===== config.mk =====
export PLATFORM = sky130hd
export DESIGN_NAME = onehot_ring_decoder_flat
export DESIGN_NICKNAME = d
export VERILOG_FILES = /design/src/rtl/onehot_ring_decoder_if.sv /design/src/rtl/onehot_ring_decoder.sv /design/src/flat_wrapper.sv
export SDC_FILE = /design/constraint.sdc
export NUM_CORES = 1
export LEC_CHECK = 0
export ABC_CLOCK_PERIOD_IN_PS = 4800
export CORE_UTILIZATION = 28
export DETAILED_ROUTE_END_ITERATION = 10
export HOLD_SLACK_MARGIN = 0.05
export SLEW_MARGIN = 20
export SYNTH_ARGS = -nofsm -noshare
export SYNTH_HDL_FRONTEND = slang
export SYNTH_SLANG_ARGS = --single-unit

===== constraint.sdc =====
create_clock -name clk -period 4.8 [get_ports clk]
set_input_delay 0.48 -clock clk [delete_from_list [all_inputs] [get_ports clk]]
set_output_delay 0.48 -clock clk [all_outputs]
set_load 0.01 [all_outputs]

===== src/rtl/onehot_ring_decoder_if.sv =====
// ---------------------------------------------------------------------------
// onehot_ring_decoder_if
// Carries the observed LED ring into the decoder.
//   i_valid : sample strobe. The pattern is only looked at while this is high.
//   i_led   : NB_LEDS-wide observed ring pattern.
// The master modport belongs to the side that drives the ring (the LED shift
// register or a bench). The slave modport belongs to the decoder.
// ---------------------------------------------------------------------------
interface onehot_ring_decoder_if #(
  parameter int NB_LEDS = 12
);

  logic               i_valid;
  logic [NB_LEDS-1:0] i_led;

  modport master (
    output i_valid,
    output i_led
  );

  modport slave (
    input i_valid,
    input i_led
  );

endinterface


===== src/rtl/onehot_ring_decoder.sv =====
// ---------------------------------------------------------------------------
// onehot_ring_decoder
// Watches a rotating one-hot LED ring. Each accepted change must be a
// single-step rotation toward the higher bit index, and the top bit wraps
// back to bit 0. The decoder reports the position, a lock flag, completed
// laps and protocol faults.
// Ports:
//   clk        : system clock. All logic runs on the rising edge.
//   i_rst      : synchronous active-high reset. It has priority over samples.
//   ring       : slave side of onehot_ring_decoder_if (i_valid, i_led).
//   o_pos      : index of the set bit in the last accepted pattern.
//   o_locked   : high while the ring is rotating correctly.
//   o_lap_tick : one-cycle pulse for each wrap from the top bit to bit 0.
//   o_laps     : completed lap count. It wraps modulo 2^NB_LAPS.
//   o_err      : sticky fault flag. Only i_rst clears it.
//   o_err_cnt  : fault count. It saturates at all ones.
// ---------------------------------------------------------------------------
module onehot_ring_decoder #(
  parameter  int NB_LEDS = 12,
  parameter  int NB_LAPS = 8,
  parameter  int NB_ERR  = 4,
  localparam int NB_POS  = $clog2(NB_LEDS)
) (
  input  logic                     clk,
  input  logic                     i_rst,
  onehot_ring_decoder_if.slave     ring,
  output logic [NB_POS-1:0]        o_pos,
  output logic                     o_locked,
  output logic                     o_lap_tick,
  output logic [NB_LAPS-1:0]       o_laps,
  output logic                     o_err,
  output logic [NB_ERR-1:0]        o_err_cnt
);

  localparam logic [NB_POS-1:0] LAST_POS = NB_POS'(NB_LEDS - 1);

  typedef enum logic [1:0] {
    IDLE,
    ACQUIRE,
    LOCKED,
    FAULT
  } state_e;

  state_e               state_q, state_d;
  logic [NB_POS-1:0]    pos_q, pos_d;
  logic                 lapTick_q, lapTick_d;
  logic [NB_LAPS-1:0]   laps_q, laps_d;
  logic                 err_q, err_d;
  logic [NB_ERR-1:0]    errCnt_q, errCnt_d;

  logic                 anySet;
  logic                 multiSet;
  logic                 isOneHot;
  logic [NB_POS-1:0]    ledIdx;
  logic [NB_POS-1:0]    nextPos;
  logic                 isHold;
  logic                 isAdv;

  // Classify the incoming pattern. The scan notes whether any bit is set,
  // whether a second bit shows up, and the index of the set bit. The index
  // is only used when the pattern is one-hot, so the value it takes for
  // multi-bit patterns does not matter.
  always_comb begin
    anySet   = 1'b0;
    multiSet = 1'b0;
    ledIdx   = '0;
    for (int i = 0; i < NB_LEDS; i++) begin
      if (ring.i_led[i]) begin
        if (anySet) begin
          multiSet = 1'b1;
        end
        anySet = 1'b1;
        ledIdx = NB_POS'(i);
      end
    end
    isOneHot = anySet && !multiSet;
  end

  // The expected successor of the stored position wraps explicitly. NB_LEDS
  // need not be a power of two, so letting the counter overflow would be
  // wrong.
  always_comb begin
    nextPos = (pos_q == LAST_POS) ? '0 : pos_q + NB_POS'(1);
    isHold  = isOneHot && (ledIdx == pos_q);
    isAdv   = isOneHot && (ledIdx == nextPos);
  end

  // Next-state logic. Everything holds by default and the lap tick drops.
  // A lap is counted only on a wrap that happens while already locked. A
  // wrap seen during acquisition only establishes lock. Faults are counted
  // once, on the exit from LOCKED, so staying in FAULT adds nothing.
  always_comb begin
    state_d   = state_q;
    pos_d     = pos_q;
    lapTick_d = 1'b0;
    laps_d    = laps_q;
    err_d     = err_q;
    errCnt_d  = errCnt_q;

    if (ring.i_valid) begin
      unique case (state_q)
        IDLE: begin
          if (isOneHot) begin
            state_d = ACQUIRE;
            pos_d   = ledIdx;
          end
        end

        ACQUIRE: begin
          if (!isOneHot) begin
            state_d = IDLE;
          end else if (isAdv) begin
            state_d = LOCKED;
            pos_d   = ledIdx;
          end else if (!isHold) begin
            pos_d   = ledIdx;
          end
        end

        LOCKED: begin
          if (isAdv) begin
            pos_d = ledIdx;
            if (pos_q == LAST_POS) begin
              lapTick_d = 1'b1;
              laps_d    = laps_q + NB_LAPS'(1);
            end
          end else if (!isHold) begin
            state_d  = FAULT;
            err_d    = 1'b1;
            errCnt_d = (errCnt_q == '1) ? errCnt_q : errCnt_q + NB_ERR'(1);
          end
        end

        FAULT: begin
          if (isOneHot) begin
            state_d = ACQUIRE;
            pos_d   = ledIdx;
          end
        end

        default: begin
          state_d = IDLE;
        end
      endcase
    end
  end

  // State and output registers. Reset takes priority over any sample
  // presented on the same edge.
  always_ff @(posedge clk) begin
    if (i_rst) begin
      state_q   <= IDLE;
      pos_q     <= '0;
      lapTick_q <= 1'b0;
      laps_q    <= '0;
      err_q     <= 1'b0;
      errCnt_q  <= '0;
    end else begin
      state_q   <= state_d;
      pos_q     <= pos_d;
      lapTick_q <= lapTick_d;
      laps_q    <= laps_d;
      err_q     <= err_d;
      errCnt_q  <= errCnt_d;
    end
  end

  // Every output comes straight from a register. o_locked is a decode of
  // the registered state only.
  always_comb begin
    o_pos      = pos_q;
    o_locked   = (state_q == LOCKED);
    o_lap_tick = lapTick_q;
    o_laps     = laps_q;
    o_err      = err_q;
    o_err_cnt  = errCnt_q;
  end

endmodule

===== src/flat_wrapper.sv =====
// flat-port wrapper written by rule: the top's interface ports become plain ports
module onehot_ring_decoder_flat 
#(
  parameter  int NB_LEDS = 12,
  parameter  int NB_LAPS = 8,
  parameter  int NB_ERR  = 4,
  localparam int NB_POS  = $clog2(NB_LEDS)
)
  (clk, i_rst, o_pos, o_locked, o_lap_tick, o_laps, o_err, o_err_cnt, ring_i_valid, ring_i_led);
  onehot_ring_decoder_if #(.NB_LEDS(NB_LEDS)) ring_i ();
  input  logic clk;
  input  logic i_rst;
  output logic [NB_POS-1:0] o_pos;
  output logic o_locked;
  output logic o_lap_tick;
  output logic [NB_LAPS-1:0] o_laps;
  output logic o_err;
  output logic [NB_ERR-1:0] o_err_cnt;
  input wire logic [$bits(ring_i.i_valid)-1:0] ring_i_valid;
  input wire logic [$bits(ring_i.i_led)-1:0] ring_i_led;
  assign ring_i.i_valid = ring_i_valid;
  assign ring_i.i_led = ring_i_led;
  onehot_ring_decoder #(.NB_LEDS(NB_LEDS), .NB_LAPS(NB_LAPS), .NB_ERR(NB_ERR)) u_core (.clk(clk), .i_rst(i_rst), .ring(ring_i), .o_pos(o_pos), .o_locked(o_locked), .o_lap_tick(o_lap_tick), .o_laps(o_laps), .o_err(o_err), .o_err_cnt(o_err_cnt));
endmodule

==> metrics, run 1 <==
startpoint types=input pin; Slew Viols, Final=0; CTS H-tree lvls=1; routed via count=1317; Max FO, Critical Path=8; part of the power in combinational logic=28.5%; share of the synthesized area in the top cell type=27.5%; chip width=74.1 um; CTS tree=yes; quantity of hold-fixing buffers added after cts=0; Yosys reg bits=20; Crit Path Category=input pin to flop; final RePlAce weighted congestion=0.784; Seq/Total Area, Yosys=27.5%; row count=25; R2R Path Start=u_core.o_pos[0]; Die ar.=5490 um2; post-CTS sizing=0; worst-path cell chain=clkdlybuf4s50_1, or4_1, nor4_1, a31oi_1, nor3_1, nand2_1, nor3_1, and3_1, mux2_1; ANT nets after route=0; TNS Setup=0 ns; Finished Cell Area=1870 um2; grt total ovfl=0; later-pin clock latency in the skew report=0.25 ns; number of global-route vias before repair=1197; Hold WC Path Type=flop to flop; busiest grt layer=met2; Syn Area/Cell=8.41 um2; root buf cell=clkbuf_8; share of layout cells above drive strength 1=6.93%; Residual DRC=0; Worst setup EP type=flop; leak pwr=0.616 nW; CP peak stage delay=0.69 ns; syn_nets=193; most used cell, CP=nor3_1; RSZ-0062 raised after global routing=false; IO buf count=33; compound-cell area share of the yosys netlist=20.6%; top post-synthesis cells by area=dfxtp_1, nor2_1, xnor2_1; Reg power frac=45.0%; CP bufs+invs=1; Slew @ Worst Pin=0.836 ns; Netlist cell types=54; min Tclk post-route=3.37 ns; Main synth FF type=dfxtp_1; # Post-CTS Setup Buffers=0; met2 Use GR=20.5%; largest family of logic cells by synthesized area=simple AND/OR/NAND/NOR gates; Synth warnings=0; Core Region=4850 um2; Sw Ratio=29.6%; setup violators final=0; deepest clock path buffer count=2; I/O Pins=34; Synth Area in XOR/XNOR=8.43%; worst-case vdd ir drop=0.000109 V; # fillers=506; Pint=0.286 mW; DP HPWL=2.49 mm; Cells after Synth=173; worst hold start=u_core.o_err; CTS buffer count=3; Arr. time, crit path=3.52 ns; power per cell area=218 nW/um2; CP Data Required Time=4.95 ns; Tot Pwr=0.406 mW; met1 GRT Util=16.1%; EDFF count, synth=0; Critical Path Start=ring_i_led[5]; GRT Total Usage=12.3%; Slowest-stage cell, CP=or4_1; mux share of post-synthesis cell area=4.99%; clk_skew=0.00318 ns; fin nets=224; sw power=0.120 mW; Via density=4.90; final wirelength=3.15 mm; synthesis-to-finish area growth=28.4%; cell area after synthesis=1460 um2; max cap viols=0; WL/cell=11.7 um; adder-cell area share of the yosys netlist=4.99%; grt met3 use=3.25%; initial DRC count=85; Initial Util=30.0%; final period utilization=70.3%; final hold viol count=0; n_diodes=0; largest net degree at the start of global routing=21; Slew HR=43.5%; share of synthesized cell area in and, or, nand and nor gates=29.1%; CP delay by family, top=simple AND/OR/NAND/NOR gates; clock power share=26.5%; Synth area leader=dfxtp_1; Post-DP Area=1830 um2; status=finished clean; CTS clk-pin slew, worst paths=0.07 ns; TritonRoute pass-1 iters=4; Die Y=74.1 um; first-pass GRT wire length=5.38 mm; achievable frequency=296 MHz; clk sink count=20; initial antenna violation count=0; Post-synth ARST share=0%
synth_stat cells (2+ instances only):
master and n:
clkbuf_1 3, xor2_1 4, nand2_1 6, xnor2_1 10, nor2_1 28, ha_1 5, mux2i_1 5, nand4_1 4
or3_1 4, o21a_1 2, or4_1 3, a21oi_1 4, dfxtp_1 20, mux2_1 2, buf_6 2, a31oi_1 2
nor3_1 5, nor2b_1 4, and2_1 2, a221oi_1 3, o21ai_0 4, nor4_1 4, nand3_1 5, a211oi_1 7
inv_1 6
metal layers:
metal / routed length [um] / up-vias
li1: - / 700
met1: 1540 / 593
met2: 1470 / 22
met3: 123 / 2
met4: 19 / 0
met5: 0 / -
cell type report:
cell class                      instances  area [um2]  share of cell area (%)
Multi-Input combinational cell        140         990                    53.0
Sequential cell                        20         400                    21.4
Timing Repair Buffer                   33         330                    17.7
Tap cell                               67        83.8                    4.49
Clock buffer                            3        41.3                    2.21
Inverter                                6        22.5                    1.21
path summary, 6_finish.rpt:
path	to	slack, ns	cells after the start
worst max-delay path	u_core.o_laps[7]	1.43	9
worst min-delay path	u_core.o_err	0.48	1
worst max register to register	u_core.o_laps[7]	1.98	8
worst min register to register	u_core.o_err	0.48	1
power groups by stage:
stage	Clock, mW	Sequential (mW)	Combinational (mW)
3_5_place_dp	0	0.187	0.115
4_1_cts	0.112	0.183	0.116
2_1_floorplan	0	0.187	0.0708
6_report	0.108	0.183	0.116
3_3_place_gp	0	0.187	0.116
5_1_grt	0.120	0.184	0.128
cell usage in the layout (no fill, tap or decap), types with 2 or more instances in the layout:
master and instances:
a211oi_1 7, nor4_1 4, inv_1 6, clkdlybuf4s50_1 33, or3_1 4, mux2i_1 5
xnor2_1 10, clkbuf_8 3, ha_1 5, nand4_1 4, nor2b_1 4, o21a_1 2
dfxtp_1 20, nand2_1 6, a221oi_1 3, and2_1 2, nor2_1 28, xor2_1 4
a31oi_1 2, or4_1 3, nand3_1 5, mux2_1 2, a21oi_1 4, nor3_1 5
o21ai_0 4
state kept, by name, indices dropped and copies added (netlist names):
signal,flops
u_core.o_laps,8
u_core.o_err_cnt,4
u_core.o_lap_tick,1
u_core.o_err,1
u_core.state_q,2
u_core.o_pos,4
per-stage QoR:
stage	hold slack (ns)	utilization, %	instances	worst slack [ns]
floorplan	0.497	-	173	1.89
global placement	0.455	37.7	266	1.21
detailed placement	0.470	37.7	266	1.14
CTS	0.488	38.5	269	1.41
global route	0.508	38.5	269	1.10
finish	0.478	38.5	269	1.43
cells by family after synthesis:
| family | after synthesis |
|---|---|
| compound gates | 36 |
| xor+xnor | 14 |
| fa+ha+maj | 6 |
| buf+inv | 13 |
| flops | 20 |
| mux | 7 |
| simple gates | 77 |
Note: power is estimated with default switching activity, not from simulation.
==> run 2, diff against run 1 <==
ABC_CLOCK_PERIOD_IN_PS = 3350   (was 4800)
clock period = 3.35 ns   (was 4.8 ns; I/O delays follow)
==> run 2 against run 1 <==
Net effect:
- global-route usage grew 1.2 points
- setup slack lost 1.1 ns
- core utilization grew 3.0 points
- final cell count grew 7.1%
- register-to-register slack lost 1.3 ns
==> metrics, run 2 (synthesis gave the netlist of run 1 again) <==
status=finished clean; initial DRC count=55; routed via count=1441; WL/cell=11.8 um; CP Data Required Time=3.49 ns; placed insts=285; Arr. time, crit path=3.14 ns; quantity of hold-fixing buffers added after cts=0; worst-path cell chain=clkdlybuf4s50_1, or4_1, nor4_1, a31oi_1, or3_1, o41ai_4, nor2_2, nand4_1, mux2_1; power per cell area=295 nW/um2; Residual DRC=0; Tot Pwr=0.595 mW; Initial Util=30.0%; GRT Total Usage=13.5%; CP delay by family, top=simple AND/OR/NAND/NOR gates; CTS clk-pin slew, worst paths=0.07 ns; R2R Path Start=u_core.o_pos[1]; synthesis-to-finish area growth=38.5%; met1 GRT Util=18.6%; CP bufs+invs=1; Slew Viols, Final=0; achievable frequency=333 MHz; RSZ-0062 raised after global routing=false; Slew HR=46.5%; final period utilization=89.6%; n_diodes=0; fin worst setup slack=0.348 ns; busiest grt layer=met2; largest net degree at the start of global routing=21; share of layout cells above drive strength 1=15.4%; worst-case vdd ir drop=0.000147 V; CTS tree=yes; Max FO, Critical Path=5; TNS Setup=0 ns; Crit Path Category=input pin to flop; row count=25; Slowest-stage cell, CP=or4_1; DP Worst Slack=0.0517 ns; fin nets=243; most common cell after layout, fill and taps aside=clkdlybuf4s50_1; Critical Path Start=ring_i_led[5]; root buf cell=clkbuf_8; min Tclk post-route=3.00 ns; ANT nets after route=0; Via density=5.00; fin util=41.6%; reg2reg setup slack=0.65 ns; first-pass GRT wire length=5.87 mm; Core Region=4850 um2; later-pin clock latency in the skew report=0.25 ns; clk_skew=0.00585 ns; Die ar.=5490 um2; CP peak stage delay=0.62 ns; number of global-route vias before repair=1300; CTS H-tree lvls=1; Worst setup EP type=flop; grt total ovfl=0; max FFs per register=8; final wirelength=3.40 mm; DP HPWL=2.70 mm; final hold viol count=0; worst hold start=u_core.o_err; Hold WC Path Type=flop to flop; most frequent cells in the layout=clkdlybuf4s50_1, nor2_1, dfxtp_1; Final Instance Count excl. Fillers=288; met2 Use GR=21.4%; TritonRoute pass-1 iters=4; leak pwr=0.709 nW; final RePlAce weighted congestion=0.807; deepest clock path buffer count=2; IO buf count=33; initial antenna violation count=0; startpoint types=input pin; max cap viols=0; chip width=74.1 um; setup violators final=0; I/O Pins=34; Slew @ Worst Pin=0.792 ns; CTS buffer count=3; grt met3 use=2.71%; Die Y=74.1 um; clk sink count=20
run 2: layout make-up:
cell class,count,area [um2]
multi-input combinational,140,995
inverter,6,22.5
tap,67,83.8
timing repair buffer,52,473
fill,511,2830
sequential,20,400
clock buffer,3,41.3
run 2: worst register-to-register path, delay by kind of cell (launching register included):
family | cells | cell delay [ns]
muxes | 2 | 0.53
DFF | 1 | 0.42
AOI/OAI and AO/OA | 2 | 0.53
adders and majority gates | 1 | 0.38
and+or+nand+nor | 3 | 0.73
run 2: worst paths after layout:
check / end / cells after the start
worst max-delay path: u_core.o_err_cnt[3] / 9
worst min-delay path: u_core.o_err / 1
worst max register to register: u_core.o_laps[7] / 8
worst min register to register: u_core.o_err / 1
run 2: stage by stage:
step / hold WS, ns / area, um2
2_1_floorplan: 0.497 / 1460
3_3_place_gp: 0.456 / 1970
3_5_place_dp: 0.463 / 1970
4_1_cts: 0.479 / 2010
5_1_grt: 0.486 / 2020
6_report: 0.472 / 2020
run 2: repair_timing:
action / in CTS / in global routing
buffers inserted: 0 / 0
endpoints found under the setup margin: 0 / 1
resized for setup: 0 / 1
run 2: power by group:
part           switching [mW]  internal [mW]
logic                  0.0905         0.0935
clock network          0.0704         0.0799
registers              0.0119          0.249
run 2: routing by layer:
metal	wire length, um	share of wire (%)	vias up
li1	-	-	738
met1	1660	49	672
met2	1580	46	26
met4	35	1.0	0
met3	126	3.7	5
met5	0	0	-
==> run 3, diff against run 2 <==
CORE_MARGIN = 4   (was default)
==> run 3 against run 2 <==
Net effect:
- clock skew about the same
- via count down 1.0%
- critical path depth up 1
- combinational power down 4%
- sequential share of layout area up 0.20 points
- count of clock-buffer cells in the layout unchanged
- global-route usage down 2.4 points
- flip-flop and latch count unchanged
- largest cell class unchanged
- highest routed layer unchanged
==> metrics, run 3 (synthesis gave the netlist of run 1 again) <==
final period utilization=89.6%; R2R cell count=8; Hold Path Stages=1; number of global-route vias before repair=1311; Core Region=4880 um2; Via density=4.99; grt total ovfl=0; root buf cell=clkbuf_8; TritonRoute pass-1 iters=4; Multi-input gate area=990 um2; DP HPWL=2.80 mm; Slew @ Worst Pin=0.743 ns; part of the power in combinational logic=30.0%; deepest clock path buffer count=2; row count=25; Hold WC Path Type=flop to flop; CTS tree=yes; ANT nets after route=0; clock power share=25.2%; # Post-CTS Setup Buffers=0; Worst setup EP type=flop; routed via count=1426; FF-to-FF End=u_core.o_laps[7]; # fillers=518; quantity of hold-fixing buffers added after cts=0; Tot Pwr=0.588 mW; initial DRC count=57; worst-case vdd ir drop=0.000176 V; final RePlAce weighted congestion=0.800; TNS Setup=0 ns; reg2reg setup slack=0.69 ns; worst hold start=u_core.o_err; Initial Util=29.8%; achievable frequency=333 MHz; Die ar.=6410 um2; Slew HR=49.8%; Arr. time, crit path=3.11 ns; synthesis-to-finish area growth=37.1%; post-CTS sizing=0; setup violators final=0; Max FO, Critical Path=7; R2R Path Start=u_core.o_pos[0]; WL/cell=12.0 um; later-pin clock latency in the skew report=0.25 ns; chip width=80.1 um; Reg power frac=44.7%; startpoint types=input pin; Hold Path End=u_core.o_err; GRT Total Usage=11.1%; status=finished clean; max cap viols=0; leak pwr=0.697 nW; Reg area=400 um2; share of layout cells above drive strength 1=14.2%; initial antenna violation count=0; Residual DRC=0; IO buf count=33; n_diodes=0; max FFs per register=8; CTS clk-pin slew, worst paths=0.07 ns; fin nets=241; first-pass GRT wire length=5.86 mm; I/O Pins=34; Sw Ratio=28.7%; clk sink count=20; most frequent cells in the layout=clkdlybuf4s50_1, nor2_1, dfxtp_1; largest net degree at the start of global routing=21; final wirelength=3.43 mm; CTS buffer count=3; Pint=0.419 mW; sw power=0.169 mW; CTS H-tree lvls=1; Slew Viols, Final=0; CP Data Required Time=3.46 ns; RSZ-0062 raised after global routing=false; Die Y=80.1 um; most common cell after layout, fill and taps aside=clkdlybuf4s50_1; Crit Path Category=input pin to flop; power per cell area=295 nW/um2; min Tclk post-route=3.00 ns; final hold viol count=0; clk_skew=0.00594 ns
==> run 3: cell types whose count changed in the layout (fill, tap and decap cells not counted) <==
| cell | before | now |
|---|---|---|
| a211oi_1 | 6 | 7 |
| buf_4 | 19 | 17 |
| a211oi_2 | 1 | 0 |
==> run 3: routing by layer <==
metal / global-route usage [%] / part of all wire (%) / up-vias
li1: - / - / 740
met1: 14.9 / 51 / 663
met2: 18.4 / 45 / 21
met3: 2.02 / 2.5 / 2
met4: 2.53 / 0.90 / 0
met5: 0 / 0 / -
==> run 3: worst max-delay path by stage <==
stage | startpoint | to | slack [ns] | cells past startpoint
floorplan | ring_i_led[5] | u_core.o_err_cnt[3] | 0.59 | 10
global placement | ring_i_led[5] | u_core.o_pos[3] | 0.03 | 10
CTS | ring_i_led[5] | u_core.o_pos[1] | 0.37 | 10
detailed placement | ring_i_led[5] | u_core.o_err_cnt[3] | 0.10 | 10
finish | ring_i_led[5] | u_core.o_pos[1] | 0.35 | 10
global route | ring_i_led[5] | u_core.o_pos[3] | 0.16 | 10
==> run 3: worst max-delay path: stages <==
cell and delay (ns):
clkdlybuf4s50_1 0.43, or4_1 0.58, nor4_1 0.27, a31oi_1 0.09, or3_1 0.44, buf_4 0.18, a211oi_1 0.32, o31a_4 0.21
mux2i_1 0.19, nor2_1 0.05
==> run 3: layout make-up <==
class	instances	share of cell area (%)
multi-input cells	140	49.6
well taps	67	4.20
inverters	6	1.13
repair buffers	50	22.9
flip-flops and latches	20	20.1
clock buffers	3	2.07
==> run 3: metrics by stage <==
step	std cells	cell area (um2)	util (%)	hold slack [ns]	setup WS (ns)
CTS	286	2000	40.9	0.500	0.371
floorplan	173	1460	-	0.497	0.585
global placement	283	1950	40.1	0.479	0.0350
global route	286	2000	40.9	0.510	0.156
detailed placement	283	1950	40.1	0.486	0.103
finish	286	2000	40.9	0.488	0.348
==> run 3: power groups by stage <==
stage               Clock, mW  Combinational, mW  Sequential, mW
global placement            0              0.177           0.269
finish                  0.148              0.177           0.263
floorplan                   0              0.101           0.268
CTS                     0.159              0.177           0.263
global route            0.165              0.197           0.265
detailed placement          0              0.176           0.268
